### config.mk
export PLATFORM = sky130hd
export DESIGN_NAME = midi_uart_rx
export DESIGN_NICKNAME = d
export VERILOG_FILES = /design/src/rtl/midi_uart_rx.sv
export SDC_FILE = /design/constraint.sdc
export NUM_CORES = 1
export LEC_CHECK = 0
export ABC_AREA = 1
export ABC_CLOCK_PERIOD_IN_PS = 3500
export BUFFER_PORTS_ARGS = -buffer_cell sky130_fd_sc_hd__buf_4
export CORE_ASPECT_RATIO = 0.6
export CORE_UTILIZATION = 49
export DETAILED_ROUTE_END_ITERATION = 12
export GPL_TIMING_DRIVEN = 0
export PLACE_DENSITY = 0.72
export REMOVE_ABC_BUFFERS = 1
export SLEW_MARGIN = 20
export SYNTH_ARGS = -nofsm -noshare
export SYNTH_HDL_FRONTEND = slang
export SYNTH_SLANG_ARGS = --single-unit
### constraint.sdc
create_clock -name clk -period 3.5 [get_ports clk]
set_input_delay 0.525 -clock clk [delete_from_list [all_inputs] [get_ports clk]]
set_output_delay 0.525 -clock clk [all_outputs]
set_load 0.05 [all_outputs]
### src/rtl/midi_uart_rx.sv
// MIDI serial receiver: 31250 baud 8N1, LSB first, 16x oversampled, 2-flop input synchronizer.
// Latency: data_valid rises 1 clk after the stop-bit majority vote at tick 9 of the stop bit.
// Backpressure: single valid/ack holding register; a byte finishing while unacked is dropped and flagged by overrun.
module midi_uart_rx #(
    parameter int CLK_DIV = 32,
    parameter int CNT_W   = 6
) (
    input  logic       clk,
    input  logic       nreset,
    input  logic       rxd,
    output logic [7:0] data,
    output logic       data_valid,
    input  logic       data_ack,
    output logic       framing_err,
    output logic       overrun
);

    typedef enum logic [2:0] {
        IDLE  = 3'd0,
        START = 3'd1,
        DATA  = 3'd2,
        STOP  = 3'd3,
        BRK   = 3'd4
    } state_t;

    state_t           state;
    state_t           state_nxt;
    logic             rxd_m;
    logic             rxd_s;
    logic [CNT_W-1:0] presc;
    logic             tick;
    logic [3:0]       tcnt;
    logic [2:0]       bit_idx;
    logic [7:0]       shreg;
    logic             s7;
    logic             s8;
    logic             maj;
    logic             at9;
    logic             byte_done;
    logic             frame_bad;

    // One prescaler wrap is one sixteenth of a bit period.
    assign tick = (state != IDLE) && (presc == CNT_W'(CLK_DIV - 1));
    assign at9  = tick && (tcnt == 4'd9);
    // Samples from ticks 7 and 8 are held; tick 9 uses the live synchronized input.
    assign maj  = (s7 & s8) | (s7 & rxd_s) | (s8 & rxd_s);

    // Two-flop synchronizer; resets to the idle (high) line level.
    always_ff @(posedge clk or negedge nreset) begin
        if (!nreset) begin
            rxd_m <= 1'b1;
            rxd_s <= 1'b1;
        end else begin
            rxd_m <= rxd;
            rxd_s <= rxd_m;
        end
    end

    // State register.
    always_ff @(posedge clk or negedge nreset) begin
        if (!nreset) state <= IDLE;
        else         state <= state_nxt;
    end

    // Next-state logic and the one-cycle completion / framing strobes.
    always_comb begin
        state_nxt = state;
        byte_done = 1'b0;
        frame_bad = 1'b0;
        case (state)
            IDLE:  if (!rxd_s) state_nxt = START;
            START: begin
                // A start bit that is high again by mid-bit is line noise.
                if (tick && tcnt == 4'd8 && rxd_s)  state_nxt = IDLE;
                else if (tick && tcnt == 4'd15)     state_nxt = DATA;
            end
            DATA:  if (tick && tcnt == 4'd15 && bit_idx == 3'd7) state_nxt = STOP;
            STOP:  begin
                if (at9) begin
                    if (maj) begin
                        byte_done = 1'b1;
                        state_nxt = IDLE;
                    end else begin
                        frame_bad = 1'b1;
                        state_nxt = BRK;
                    end
                end
            end
            // Wait out a held-low line so a break does not look like a new start bit.
            BRK:   if (rxd_s) state_nxt = IDLE;
            default: state_nxt = IDLE;
        endcase
    end

    // Prescaler and per-bit tick counter; both held at zero while idle.
    always_ff @(posedge clk or negedge nreset) begin
        if (!nreset) begin
            presc <= '0;
            tcnt  <= 4'd0;
        end else if (state == IDLE) begin
            presc <= '0;
            tcnt  <= 4'd0;
        end else if (tick) begin
            presc <= '0;
            tcnt  <= tcnt + 4'd1;
        end else begin
            presc <= presc + CNT_W'(1);
        end
    end

    // Mid-bit sampling, majority shift-in and bit indexing.
    always_ff @(posedge clk or negedge nreset) begin
        if (!nreset) begin
            s7      <= 1'b1;
            s8      <= 1'b1;
            shreg   <= 8'h00;
            bit_idx <= 3'd0;
        end else begin
            if (tick && tcnt == 4'd7) s7 <= rxd_s;
            if (tick && tcnt == 4'd8) s8 <= rxd_s;
            if (state == START) bit_idx <= 3'd0;
            if (state == DATA) begin
                if (at9)                      shreg   <= {maj, shreg[7:1]};
                if (tick && tcnt == 4'd15)    bit_idx <= bit_idx + 3'd1;
            end
        end
    end

    // Holding register handshake plus registered error pulses.
    always_ff @(posedge clk or negedge nreset) begin
        if (!nreset) begin
            data        <= 8'h00;
            data_valid  <= 1'b0;
            framing_err <= 1'b0;
            overrun     <= 1'b0;
        end else begin
            framing_err <= frame_bad;
            overrun     <= 1'b0;
            if (byte_done) begin
                if (!data_valid || data_ack) begin
                    data       <= shreg;
                    data_valid <= 1'b1;
                end else begin
                    overrun <= 1'b1;
                end
            end else if (data_ack) begin
                data_valid <= 1'b0;
            end
        end
    end

endmodule

* Word level (Yosys, flattened, before mapping)
Cells that the tools add are included.
** Word-level totals
- Input bits :: 4
- Memories kept :: 0
- Logic and storage cells :: 80
- RAM bits :: 0
- Register bits :: 39
- Output and inout port bits :: 11
- Memory bits (read-only) :: 0
- Bits in latches :: 0
** Cells by class
- Add/subtract/negate cells :: 3
- Multipliers :: 0
- Equal/unequal tests :: 16
- Muxes and demuxes :: 26
- $lt $le $gt $ge :: 0
- Shift-type cells :: 0
- Div/mod/pow operators :: 0
- Bitwise logic cells :: 5
- Reduce and logical (&&, ||, !) cells :: 17
** Operators by type and width (count)
- $mux W3 :: 10
- $pmux W3 S5 :: 1
- $eq A4 B4 Y1 const B :: 3
- $mux W6 :: 2
- $mux W1 :: 11
- $mux W4 :: 2
- $ne A2 B2 Y1 const B :: 4
- $logic_and A1 B1 Y1 :: 7
- $add A6 B1 Y6 const B :: 1
- $eq A3 B2 Y1 const B :: 2
- $eq A3 B3 Y1 const B :: 2
- $eq A6 B5 Y1 const B :: 1
- $reduce_and A2 Y1 :: 3
- $reduce_and A5 Y1 :: 1
- $add A4 B1 Y4 const B :: 1
- $eq A4 B3 Y1 const B :: 1
- $reduce_bool A2 Y1 :: 2
- $add A3 B1 Y3 const B :: 1
- $and A1 B1 Y1 :: 3
- $eq A3 B1 Y1 const B :: 1
- $logic_not A3 Y1 :: 1
- $ne A3 B3 Y1 const B :: 1
- $reduce_bool A3 Y1 :: 1
- $ne A2 B1 Y1 const B :: 1
- other kinds (3) :: 4

* Depth between registers and ports, before layout
Gate-level depths: netlist (run 1).
- Depth after elaboration :: 8
- Gate-level depth with buffers :: 10
- Depth with buffers taken out :: 10

* Least setup slack after synthesis (run 1)
No wires, ideal clock.
- Kind :: register -> register
- Start point :: reg presc[0]
- End point :: reg data[0]
- Cell stages (with the launch flop) :: 10
- Slack :: 1.986 ns
- Buffers on the path :: 1
- Arrival :: 1.392 ns
- Clock period less this slack :: 1.514 ns
- Setup time :: 0.122 ns
- Data required time :: 3.378 ns
- Cell sequence :: dfrtp_1 ha_1 nand3_2 nor2_4 inv_2 nor2_8 nand4_4 buf_6 o21ai_1 nand2_1
** On the way
- Cells in the longest elaborated chain, start to end :: 6
** RTL lines
- start, declared :: line 30 : logic [CNT_W-1:0] presc;
- start signal, assigned :: line 107 : presc <= presc + CNT_W'(1);
- $eq A6 B5 Y1 :: line 43 : assign tick = (state != IDLE) && (presc == CNT_W'(CLK_DIV - 1));
- $logic_and A1 B1 Y1 :: line 43
- $logic_and A1 B1 Y1 :: line 44 : assign at9 = tick && (tcnt == 4'd9);
- $mux W1 :: line 79 : if (at9) begin
- $mux W1 :: line 70 : case (state)
- $reduce_and A2 Y1 (no line)
- end signal, assigned :: line 141 : data <= shreg;
- end, declared :: line 11 : output logic [7:0] data,
Every way passes these cells.
A chain may end at the register's enable or synchronous reset.

* Worst setup path after layout (run 1)
- Start point :: reg presc[0]
- End point :: reg shreg[1]
** On the way
- Cells in the longest elaborated chain, start to end :: 4
** RTL lines
- $eq A6 B5 Y1 :: line 43
- $logic_and A1 B1 Y1 :: line 43
- $logic_and A1 B1 Y1 :: line 44
- $reduce_and A2 Y1 (no line)
- end signal, assigned :: line 123 : if (at9) shreg <= {maj, shreg[7:1]};
- end, declared :: line 34 : logic [7:0] shreg;
Every way passes these cells.

==> results.sh, run 1 <==
export IMPL_outcome="completed"
export IMPL_multi_input_area_um2=742
export IMPL_postCtsSetupRepairBufs=0
export IMPL_die_w_um=81.0
export IMPL_period_minus_slack_ps=1900
export IMPL_worstSetupPathType="reg -> reg"
export IMPL_area_growth_pct=12.1
export IMPL_start_kind="flip-flop"
export IMPL_clk_latency_ps=280
export IMPL_antenna_found_initial=0
export IMPL_yosysSeqAreaShare_pct=53.4
export IMPL_slew_viol_final=0
export IMPL_end_kind="flip-flop"
export IMPL_power_density_nw_per_um2=365
export IMPL_worst_hold_slack_ps=196
export IMPL_tightest_slew_ps=721
export IMPL_power_mw=0.751
export IMPL_preCtsSetupSlack_ps=1640
export IMPL_netlist_top_cells_area="dfrtp_1, nand2_1, dfstp_2, ha_1, inv_1"
export IMPL_cts_hold_buffers=0
export IMPL_fmax_mhz=526
export IMPL_firstDrtPassIters=4
export IMPL_drv_cap=0
export IMPL_grt_pass1_wl_mm=5.85
export IMPL_critPathArrivalTime_ps=2130
export IMPL_cts_buffer_depth=2
export IMPL_regArea_um2=981
export IMPL_cp_max_fo=12
export IMPL_synth_edf_count=0
export IMPL_synth_seq_cells=39
export IMPL_rows=16
export IMPL_p_leak_nw=1.06
export IMPL_place_hpwl_mm=2.37
export IMPL_relSlewSlack_pct=51.8
export IMPL_synthArstFlopShare_pct=100
export IMPL_boundaryPins=15
export IMPL_yosys_area_top_type="dfrtp_1"
export IMPL_num_antenna_cells=0
export IMPL_hold_viol_final=0
export IMPL_synth_distinct_cells=29
export IMPL_drtIter0Drc=50
export IMPL_drc=0
export IMPL_wl_per_cell_um=12.3
export IMPL_cts_tree="yes"
export IMPL_ir_drop_mv=0.195
export IMPL_final_util_pct=60.2
export IMPL_required_ps=3730
export IMPL_core_area_um2=3420
export IMPL_clock_root_buffer="clkbuf_8"
export IMPL_vias_per_cell=4.99
export IMPL_holdCritPathClass="in -> async"
export IMPL_synth_flop_cell="dfrtp_1"
export IMPL_drive_above_1_share_pct=17.9
export IMPL_clock_sinks=39
export IMPL_syn_area_per_cell_um2=9.00
export IMPL_netlist_instances=204
export IMPL_rsz0062_at_grt="no"
export IMPL_antenna_left=0
export IMPL_finalCritPeriodShare_pct=54.3
export IMPL_finalSetupViolations=0
export IMPL_syn_area_um2=1840
export IMPL_via_count=1336
export IMPL_start_util_pct=53.7
export IMPL_yosysWarningCount=0
export IMPL_fillers=304
export IMPL_track_usage_pct=20.0
export IMPL_post_cts_resized=0
export IMPL_cts_max_level=2
export IMPL_fin_nets=232
export IMPL_r2r_cells=7
export IMPL_grt_pass1_vias=1306
export IMPL_dieHeight_um=49.4
export IMPL_synth_top_area_share_pct=47.7
export IMPL_tns_ps=0
export IMPL_drt_wl_total_mm=3.28
export IMPL_overflow=0
export IMPL_clk_pin_slew_ps=70
export IMPL_die_area_um2=4010
export IMPL_port_buffers=14
export IMPL_fin_worst_skew_ps=6.62
export IMPL_cts_buffers=5
export IMPL_finalWorstSetupSlack_ps=1600
export IMPL_grt_max_degree=40
export IMPL_place_gp_congestion=0.840
-- Yosys cell counts (2+ instances only) --
cell type / number
a21oi_1: 3
dfrtp_1: 35
dfstp_2: 4
ha_1: 6
inv_1: 20
inv_2: 5
nand2_1: 53
nand3_1: 7
nand4_1: 6
nor2_1: 14
nor2_2: 3
nor2_4: 2
nor3_1: 4
o21ai_0: 12
o21ai_1: 14
xnor2_1: 3
-- where the power goes --
part	switching (mW)	internal [mW]
sequential	0.000850	0.453
combinational	0.00923	0.00260
clock	0.146	0.140
total	0.156	0.595
-- worst max-delay path, stage by stage (launching register included) --
cell and delay (ps):
dfrtp_1 380, ha_1 210, nand3_2 130, nor2_4 180
nand3_1 360, nor2_2 390, nand2_1 110, nand2_1 80
-- cell type report --
cell class,count,share of cell area [%]
sequential,39,47.6
multi-input combinational,137,36.0
timing repair buffer,14,5.10
inverter,25,4.56
clock buffer,7,3.71
tap,45,2.73
clock inverter,1,0.243
-- placed cells by master, fill, tap and decap left out, types with 2 or more instances in the layout --
| cell type | count |
|---|---|
| dfstp_2 | 4 |
| nand4_1 | 6 |
| o21ai_0 | 12 |
| nor3_1 | 4 |
| nor2_4 | 2 |
| nand3_1 | 7 |
| nor2_1 | 14 |
| xnor2_1 | 3 |
| nor2_2 | 3 |
| clkbuf_8 | 5 |
| o21ai_1 | 14 |
| nand2_1 | 53 |
| clkbuf_1 | 2 |
| ha_1 | 6 |
| buf_4 | 14 |
| inv_2 | 5 |
| a21oi_1 | 3 |
| inv_1 | 20 |
| dfrtp_1 | 35 |
-- flip-flops by register name, summed over array words and instances (netlist names) --
name / flops
bit_idx: 3
data: 8
data_valid: 1
framing_err: 1
overrun: 1
presc: 6
rxd_m: 1
rxd_s: 1
s7: 1
s8: 1
shreg: 8
state: 3
tcnt: 4
-- logic make-up (layout without fill, tap and decap cells) --
kind of cell	after synthesis	count (layout)	share of synthesized area (%)
simple gates	95	95	25.3
compound gates	32	32	9.13
buf+inv	28	47	6.20
fa+ha+maj	6	6	4.09
flops	39	39	53.4
xor+xnor	4	4	1.91
-- layer usage --
layer | global-route usage [%] | routed length, um
met2 | 26.5 | 1300
met4 | 9.23 | 31
met1 | 29.1 | 1800
met5 | 0 | 0
met3 | 6.36 | 148
-- path summary, 6_finish.rpt --
check,end,startpoint,slack (ps)
hold / removal,presc[1],nreset,200
hold reg to reg,rxd_s,rxd_m,360
min in group clk,rxd_m,rxd,350
setup reg to reg,shreg[1],presc[0],1600
setup / recovery,shreg[1],presc[0],1600
max in group asynchronous,s8,nreset,2930
-- per-stage QoR --
step	cells	area, um^2
2_1_floorplan	201	1820
3_3_place_gp	260	1980
3_5_place_dp	260	1980
4_1_cts	268	2060
5_1_grt	268	2060
6_report	268	2060
(Power assumes the default switching activity.)
==> run 2, diff against run 1 <==
ABC_AREA = 0   (was 1)
ABC_CLOCK_PERIOD_IN_PS = 1900   (was 3500)
clock period = 1.9 ns   (was 3.5 ns; I/O delays follow)
==> results.sh, run 2 <==
export IMPL_reg_largest_list="data (8), shreg (8), presc (6)"
export IMPL_grt_pass1_vias=1250
export IMPL_regArea_um2=987
export IMPL_track_usage_pct=22.0
export IMPL_core_area_um2=3400
export IMPL_synth_edf_count=0
export IMPL_drv_cap=0
export IMPL_relSlewSlack_pct=63.9
export IMPL_die_w_um=80.9
export IMPL_cpPeakStageDelay_ps=400
export IMPL_critPathCapture="data[1]"
export IMPL_p_sw_share_pct=19.4
export IMPL_drtIter0Drc=83
export IMPL_end_kind="flip-flop"
export IMPL_p_switching_mw=0.281
export IMPL_grt_max_degree=40
export IMPL_r2r_cells=6
export IMPL_die_area_um2=3990
export IMPL_antenna_left=0
export IMPL_r2r_end="data[1]"
export IMPL_synth_flop_cell="dfrtp_1"
export IMPL_finalWorstSetupSlack_ps=49.6
export IMPL_finalCritPeriodShare_pct=97.4
export IMPL_synth_most_common_cell="dfrtp_1"
export IMPL_clk_latency_ps=280
export IMPL_power_frac_comb_pct=1.5
export IMPL_r2r_slack_ps=50
export IMPL_yosysSeqAreaShare_pct=53.6
export IMPL_layout_cells_most_common_list="dfrtp_1, buf_4, mux2_2"
export IMPL_rows=16
export IMPL_port_buffers=14
export IMPL_path_delay_family="simple AND/OR/NAND/NOR gates"
export IMPL_start_util_pct=53.8
export IMPL_crit_chain="inv_2 -> ha_4 -> and4bb_2 -> nor4b_4 -> nand3_4 -> mux2_4"
export IMPL_wl_per_cell_um=16.6
export IMPL_clock_root_buffer="clkbuf_8"
export IMPL_intPower_mw=1.17
export IMPL_area_growth_pct=18.9
export IMPL_netlist_instances=157
export IMPL_slew_viol_final=0
export IMPL_preCtsSetupSlack_ps=-470
export IMPL_clock_sinks=39
export IMPL_syn_area_per_cell_um2=11.7
export IMPL_p_leak_nw=1.02
export IMPL_final_util_pct=64.0
export IMPL_rr_startpoint="tcnt[1]"
export IMPL_slowest_stage="dfrtp_1"
export IMPL_boundaryPins=15
export IMPL_synth_distinct_cells=39
export IMPL_cp_max_fo=8
export IMPL_drt_wl_total_mm=3.67
export IMPL_cts_max_level=2
export IMPL_antenna_found_initial=0
export IMPL_syn_area_um2=1830
export IMPL_finalSetupViolations=0
export IMPL_rsz0062_at_grt="yes"
export IMPL_cts_buffers=5
export IMPL_period_minus_slack_ps=1850
export IMPL_dieHeight_um=49.4
export IMPL_crit_start="tcnt[1]"
export IMPL_synth_top_area_share_pct=47.8
export IMPL_drc=0
export IMPL_tightest_slew_ps=540
export IMPL_start_kind="flip-flop"
export IMPL_clk_pin_slew_ps=70
export IMPL_fmax_mhz=540
export IMPL_cts_tree="yes"
export IMPL_multi_input_area_um2=875
export IMPL_synth_commonest_cells="dfrtp_1, mux2_2, nand2_1"
export IMPL_hold_viol_final=0
export IMPL_required_ps=2070
export IMPL_drive_above_1_share_pct=35.8
export IMPL_num_antenna_cells=0
export IMPL_critPathArrivalTime_ps=2020
export IMPL_synth_seq_cells=39
export IMPL_final_common_cell="dfrtp_1"
export IMPL_holdCritPathClass="in -> reg"
export IMPL_synthArstFlopShare_pct=100
export IMPL_place_gp_congestion=0.779
export IMPL_fillers=256
export IMPL_power_share_clock_pct=40.9
export IMPL_outcome="completed"
export IMPL_cp_num_buf_inv=1
export IMPL_firstDrtPassIters=4
export IMPL_place_hpwl_mm=2.51
export IMPL_fin_worst_skew_ps=4.69
export IMPL_fin_nets=185
export IMPL_yosysWarningCount=0
export IMPL_cts_buffer_depth=2
export IMPL_yosys_area_top_type="dfrtp_1"
export IMPL_overflow=0
export IMPL_grt_pass1_wl_mm=6.31
export IMPL_worstSetupPathType="reg -> reg"
export IMPL_power_density_nw_per_um2=667
export IMPL_via_count=1252
export IMPL_netlist_top_cells_area="dfrtp_1, mux2_2, dfstp_2, ha_1, nand2_1"
export IMPL_p_seq_share_pct=57.7
export IMPL_ir_drop_mv=0.463
export IMPL_crit_cells=6
export IMPL_vias_per_cell=5.67
-- run 2: cell count changes after synthesis, sizes merged, moves of 3 or more --
cell,previous run,this run
nand4,7,2
clkbuf,1,4
o21ai,26,0
mux2,0,18
nor2,20,11
inv,25,4
mux2i,0,3
nand2,54,15
-- run 2: through the flow --
stage / std cells / setup TNS, ps / cell area (um^2) / hold WS (ps) / power (mW)
after global placement: 208 / -3270 / 1960 / 268 / 0.872
after floorplan: 149 / 0 / 1800 / -10.6 / 0.852
final: 221 / 0 / 2180 / 106 / 1.45
after global routing: 221 / -10.7 / 2180 / 88.8 / 1.52
after detailed placement: 208 / -5570 / 1960 / 283 / 0.874
after CTS: 221 / 0 / 2140 / 97.1 / 1.47
-- run 2: power by group through the flow --
stage          clock (mW)  sequential [mW]  combinational [mW]
2_1_floorplan           0            0.852            0.000444
3_3_place_gp            0            0.852              0.0203
3_5_place_dp            0            0.852              0.0214
4_1_cts             0.612            0.837              0.0230
5_1_grt             0.653            0.836              0.0257
6_report            0.594            0.837              0.0213
-- run 2: repair_timing --
item                       in CTS  in global routing
setup endpoints to repair      22                 19
hold endpoints to repair       35                  0
pin swaps                       3                  1
hold buffers                    1                  0
buffers inserted                4                  0
cloned                          0                  0
gates resized for setup         8                 11
-- run 2: worst min path at each step --
stage / from / endpoint / slack (ps) / cells after the start
3_5_place_dp: nreset / bit_idx[1] / 280 / 1
3_3_place_gp: nreset / bit_idx[2] / 270 / 1
6_report: rxd / rxd_m / 110 / 1
4_1_cts: rxd / rxd_m / 100 / 1
2_1_floorplan: nreset / bit_idx[0] / -10 / 0
5_1_grt: rxd / rxd_m / 90 / 1
-- run 2: cell families after synthesis --
family / synth area share, %
xor+xnor: 3.35
buf+inv: 2.80
simple gates: 18.3
fa+ha+maj: 4.64
compound gates: 4.44
flops: 53.6
mux: 12.9
-- run 2: final cells by class --
cell class / instances / share of cell area [%]
timing repair buffer: 19 / 6.66
sequential: 39 / 45.3
clock buffer: 8 / 4.60
tap: 45 / 2.58
multi-input combinational: 106 / 40.1
inverter: 4 / 0.689
-- run 2: layer usage --
metal | share of wire (%) | vias up | global-route usage (%)
met5 | 0 | - | 0
met4 | 0.98 | 0 | 7.14
met3 | 5.6 | 5 | 5.61
met2 | 47 | 45 | 34.3
met1 | 47 | 618 | 30.0
li1 | - | 584 | -
